[src/rtl/kmeans_argmin_select.sv]
// Nearest-centroid selector: running unsigned min over K distances per point.
// Optional ARGMIN_TIE_FLAG_EN adds out_tie (minimum shared by 2+ clusters).
module kmeans_argmin_select #(
   parameter int DIST_W       = 64,
   parameter int NUM_CLUSTERS = 4,
   parameter int IDX_W        = 2
) (
   input  logic              clk,
   input  logic              rst_n,
   input  logic              in_valid,
   output logic              in_ready,
   input  logic [DIST_W-1:0] in_dist,
   output logic              out_valid,
   input  logic              out_ready,
   output logic [IDX_W-1:0]  out_idx,
`ifdef ARGMIN_TIE_FLAG_EN
   output logic              out_tie,
`endif
   output logic [DIST_W-1:0] out_min_dist
);

   localparam logic [0:0] ST_ACCUM = 1'b0;
   localparam logic [0:0] ST_HOLD  = 1'b1;

   localparam logic [IDX_W-1:0] LAST_CNT = IDX_W'(NUM_CLUSTERS - 1);

   logic [0:0]        state_q, state_d;
   logic [IDX_W-1:0]  cnt_q, cnt_d;
   logic [DIST_W-1:0] best_dist_q, best_dist_d;
   logic [IDX_W-1:0]  best_idx_q, best_idx_d;
`ifdef ARGMIN_TIE_FLAG_EN
   logic              tie_q, tie_d;
`endif

   logic in_xfer;
   logic out_xfer;

   assign in_ready  = (state_q == ST_ACCUM);
   assign out_valid = (state_q == ST_HOLD);
   assign in_xfer   = in_valid && in_ready;
   assign out_xfer  = out_valid && out_ready;

   // Result buses read zero outside HOLD so partial minima never leak.
   assign out_idx      = out_valid ? best_idx_q  : '0;
   assign out_min_dist = out_valid ? best_dist_q : '0;
`ifdef ARGMIN_TIE_FLAG_EN
   assign out_tie      = out_valid ? tie_q : 1'b0;
`endif

   always_comb begin
      state_d     = state_q;
      cnt_d       = cnt_q;
      best_dist_d = best_dist_q;
      best_idx_d  = best_idx_q;
`ifdef ARGMIN_TIE_FLAG_EN
      tie_d       = tie_q;
`endif
      case (state_q)
         ST_ACCUM: begin
            if (in_xfer) begin
               if (cnt_q == '0) begin
                  best_dist_d = in_dist;
                  best_idx_d  = '0;
`ifdef ARGMIN_TIE_FLAG_EN
                  tie_d       = 1'b0;
`endif
               end else if (in_dist < best_dist_q) begin
                  // Strict compare: ties keep the lower index.
                  best_dist_d = in_dist;
                  best_idx_d  = cnt_q;
`ifdef ARGMIN_TIE_FLAG_EN
                  tie_d       = 1'b0;
`endif
               end
`ifdef ARGMIN_TIE_FLAG_EN
               else if (in_dist == best_dist_q) begin
                  tie_d = 1'b1;
               end
`endif
               if (cnt_q == LAST_CNT) begin
                  cnt_d   = '0;
                  state_d = ST_HOLD;
               end else begin
                  cnt_d = cnt_q + IDX_W'(1);
               end
            end
         end
         ST_HOLD: begin
            if (out_xfer) begin
               state_d = ST_ACCUM;
            end
         end
         default: begin
            state_d = ST_ACCUM;
         end
      endcase
   end

   always_ff @(posedge clk or negedge rst_n) begin
      if (!rst_n) begin
         state_q     <= ST_ACCUM;
         cnt_q       <= '0;
         best_dist_q <= '0;
         best_idx_q  <= '0;
`ifdef ARGMIN_TIE_FLAG_EN
         tie_q       <= 1'b0;
`endif
      end else begin
         state_q     <= state_d;
         cnt_q       <= cnt_d;
         best_dist_q <= best_dist_d;
         best_idx_q  <= best_idx_d;
`ifdef ARGMIN_TIE_FLAG_EN
         tie_q       <= tie_d;
`endif
      end
   end

endmodule

[config.mk]
export PLATFORM = sky130hd
export DESIGN_NAME = kmeans_argmin_select
export DESIGN_NICKNAME = d
export VERILOG_FILES = /design/src/rtl/kmeans_argmin_select.sv
export SDC_FILE = /design/constraint.sdc
export NUM_CORES = 1
export LEC_CHECK = 0
export ABC_AREA = 1
export ABC_CLOCK_PERIOD_IN_PS = 1800
export CORE_UTILIZATION = 45
export CTS_CLUSTER_SIZE = 8
export DETAILED_ROUTE_END_ITERATION = 6
export HOLD_SLACK_MARGIN = 0.15
export PLACE_DENSITY = 0.79
export SLEW_MARGIN = 20
export SYNTH_ARGS = -nofsm -noshare
export SYNTH_HDL_FRONTEND = slang
export SYNTH_SLANG_ARGS = --single-unit
export TNS_END_PERCENT = 100
[constraint.sdc]
create_clock -name clk -period 1.8 [get_ports clk]
set_input_delay 0.18 -clock clk [delete_from_list [all_inputs] [get_ports clk]]
set_output_delay 0.18 -clock clk [all_outputs]
set_load 0.01 [all_outputs]
==> impl_summary.txt <==
----------------------------------------------------
[Timing]
  Max Fclk ... 446 MHz
  Post-layout min period ... 2.24 ns
  Pins over their slew limit ... 0
  Worst Clk Skew ... 0.0143 ns
  Slew headroom ... 65.5%
  Final count of hold timing violations ... 0
  Final setup fails ... 66
  RSZ-0062 raised after global routing ... true
  Post-layout worst setup margin ... -0.441 ns
  Final cycle utilization of the critical path ... 125%
  Least-Margin Pin Slew ... 0.517 ns
  Final sum of negative setup slack ... -25.56 ns

[Die]
  Area of the core ... 0.0105 mm^2
  Overall die height ... 107 um
  Die area ... 0.0114 mm^2
  Total number of placement rows ... 37
  Horiz. Die Dim ... 107 um
  Starting density of the core ... 47.1%
  Number of I/O pins ... 136

[Power]
  Part of the total power dissipated in the clock network ... 12.7%
  Seq pwr share ... 21.6%
  Sw power ... 5380 uW
  Static power due to leakage ... 0.00494 uW
  Internal power ... 7330 uW
  Part of the power in combinational logic ... 65.7%
  Worst voltage drop across the vdd grid ... 931 uV
  Switching power as a share of total power ... 42.3%
  Power density relative to cell area ... 1590 mW/mm^2

[Setup path]
  Maximum fanout encountered on the critical timing path ... 9
  Critical Path Source Type ... flop
  Required time worst endpoint ... 2.03 ns
  Cell repeated most along the worst path ... nand2_1
  Ordered cell list for the critical path ... inv_1 > ha_1 > a21oi_1 > nand2_1 > nand2_1 > nand2_1 > nand2_1 > nand2_1 > nand2_1 > nand2_1 > nand2_1 > nand2_2 > nand2_4 > nand2_8 > buf_12 > nand2_2 > nand2_1
  Critical-path top delay cell ... dfrtp_1
  Critical path capture point type ... flop
  Critical path type ... flop to flop
  Largest stage delay on the critical path ... 0.36 ns
  Arrival time of the worst setup path ... 2.47 ns

[Routing]
  DR iter-0 viols ... 347
  Mean routed wirelength per cell ... 15.6 um
  Highest routed layer ... met4
  Sum of routed wire segments on met1 ... 6.84 mm
  Total number of vias ... 5,485
  1st-pass router iterations ... 6
  Routed wire length ... 16.9 mm
  Number of antenna-violating nets in the routed design ... 0
  Vias per inst ... 5.08
  WL met2 ... 8.22 mm
  Drt drc ... 0
  Routed met3 length ... 1.12 mm

[Yosys]
  Summed instance area of the synthesized netlist ... 0.00495 mm^2
  Synthesized net count ... 844
  Proportion of synthesized flip-flops having asynchronous set or reset ... 100%
  Portion of the post-synthesis area used by sequential elements ... 34.9%
  Instance count of the mapped netlist ... 711
  Synthesis Warnings ... 0
  Average footprint of a synthesized cell ... 6.97 um^2
  Library cells used by synthesis ... 22
  #FFs+latches synth ... 69
  Count of flip-flops with a built-in enable after synthesis ... 0
  Top_reg_cell synth ... dfrtp_1

[Clocking]
  TritonCTS clock tree ... done
  Clock insertion delay at the later pin of the skew report ... 0.35 ns
  TritonCTS Sinks ... 69
  Cts bufs inserted ... 9
  Count of H-tree levels built during CTS ... 3
  Clock tree root buffer cell ... clkbuf_8
  Register clock-pin slew on the reported worst setup and hold paths ... 0.09 ns
  Maximum number of buffers from clock root to sink ... 2

[Final layout]
  Combined flip-flop and latch cell area ... 0.00173 mm^2
  Proportion of layout cells with a drive suffix above 1 ... 21.5%
  Area overhead of the layout relative to synthesis ... 61.4%
  Final standard cell utilization of the core ... 76.1%
  Area taken by multi-input logic gates ... 0.00281 mm^2
  Antenna cells ... 0
  Layout filler cell count ... 711
  Net total in the final layout ... 1,072

[Place]
  Worst slack after detailed placement ... -0.530 ns
  Count of input and output buffers ... 135
  GPL Wtd Cong ... 0.809
  Half-perimeter wire length of the detailed placement result ... 9.08 mm

[Worst hold path]
  HP Class ... input pin to async pin

[Outcome]
  Run status ... finished, violations left
  Violations in the final reports ... setup timing

[GRT]
  Overflow left after global routing ... 0
  Number of antenna violations at the first check in global routing ... 0
  Maximum number of pins on one net before global-route repair ... 38
  First-pass GRT wire length ... 23.7 mm
  Vias in the first global route ... 5,050
  Overall fraction of global-route tracks in use ... 26.5%

[Job]
  Max-cap viol count ... 0

----------------------------------------------------
worst max-delay path, delay by kind of cell (launching register included):
family          cells  cell delay, ns
fa+ha+maj           1            0.29
flops               1            0.36
simple gates       13            1.04
compound gates      1            0.19
buf+inv             2            0.24
cell families (layout without fill, tap and decap cells):
| group | count (synthesis) | after routing | share of synthesized area (%) |
|---|---|---|---|
| DFF | 69 | 69 | 34.9 |
| buffers and inverters | 176 | 409 | 14.7 |
| and+or+nand+nor | 358 | 358 | 29.6 |
| adders and majority gates | 65 | 65 | 16.4 |
| AOI/OAI and AO/OA | 43 | 43 | 4.52 |
metal layers:
layer	vias to the layer above	track usage [%]
met4	0	11.2
met1	2551	33.4
met5	-	0
met3	60	4.68
met2	240	44.5
li1	2634	-
cell type report:
cell class | count | share of cell area, %
clock buffer | 10 | 1.72
tap | 136 | 2.13
clock inverter | 6 | 1.38
inverter | 148 | 6.98
multi-input combinational | 466 | 35.1
timing repair buffer | 245 | 31.1
sequential | 69 | 21.6
power by group through the flow:
stage	sequential (uW)	combinational, uW	clock, uW
finish	2750	8350	1610
global route	2840	9090	1690
CTS	2710	6780	1610
detailed placement	2720	6110	0
global placement	2690	5950	0
floorplan	2750	3450	0
placed cells by master, fill, tap and decap left out, types with 10 or more instances in the layout:
cell type and instances:
nand2_1 208, inv_1 143, buf_4 84, dfrtp_1 68, clkdlybuf4s50_1 66, ha_1 62
dlygate4sd2_1 62, nand3_1 60, nand2_2 38, a21oi_1 26, nor2_1 19, nand3_2 14
clkbuf_8 10
synthesized netlist by cell type (3+ instances only):
| cell | instances | area [um^2] |
|---|---|---|
| a21oi_1 | 29 | 145 |
| buf_2 | 4 | 20.0 |
| buf_4 | 3 | 22.5 |
| buf_6 | 6 | 67.6 |
| clkbuf_1 | 13 | 48.8 |
| dfrtp_1 | 69 | 1730 |
| ha_1 | 65 | 813 |
| inv_1 | 147 | 552 |
| nand2_1 | 253 | 950 |
| nand3_1 | 74 | 370 |
| nand4_1 | 5 | 31.3 |
| nor2_1 | 20 | 75.1 |
| nor3_1 | 3 | 15.0 |
| o21ai_0 | 10 | 50.1 |
sequential cells by signal (all words and copies together) (netlist names):
signal       flops
best_dist_q     64
best_idx_q       2
cnt_q            2
out_valid        1
worst paths after layout:
path                              endpoint  slack [ns]      startpoint  cells past startpoint
hold / removal              best_dist_q[0]        0.35           rst_n                      2
hold reg to reg             best_dist_q[0]        0.53  best_dist_q[0]                      2
setup / recovery           best_dist_q[13]       -0.44  best_dist_q[3]                     17
max in group asynchronous        out_valid        0.87           rst_n                      3
min in group clk                 out_valid        0.40       out_ready                      2
setup reg to reg           best_dist_q[13]       -0.44  best_dist_q[3]                     17
metrics by stage:
stage               hold slack (ns)  instance area (um^2)  cells  power [uW]
floorplan                    -0.116                  4950    711        6200
global placement              0.187                  6980   1037        8640
detailed placement            0.178                  6980   1037        8830
CTS                           0.364                  7490   1069       11100
global route                  0.398                  8000   1080       13600
finish                        0.349                  8000   1080       12700
timing repair:
action | in CTS | in global routing
gates cloned | 6 | 8
endpoints found under the hold margin | 36 | 0
resized for setup | 93 | 83
hold buffers | 1 | 0
setup endpoints to repair | 120 | 74
setup buffers | 9 | 3
pin swaps | 3 | 11
Note: power is estimated with default switching activity, not from simulation.
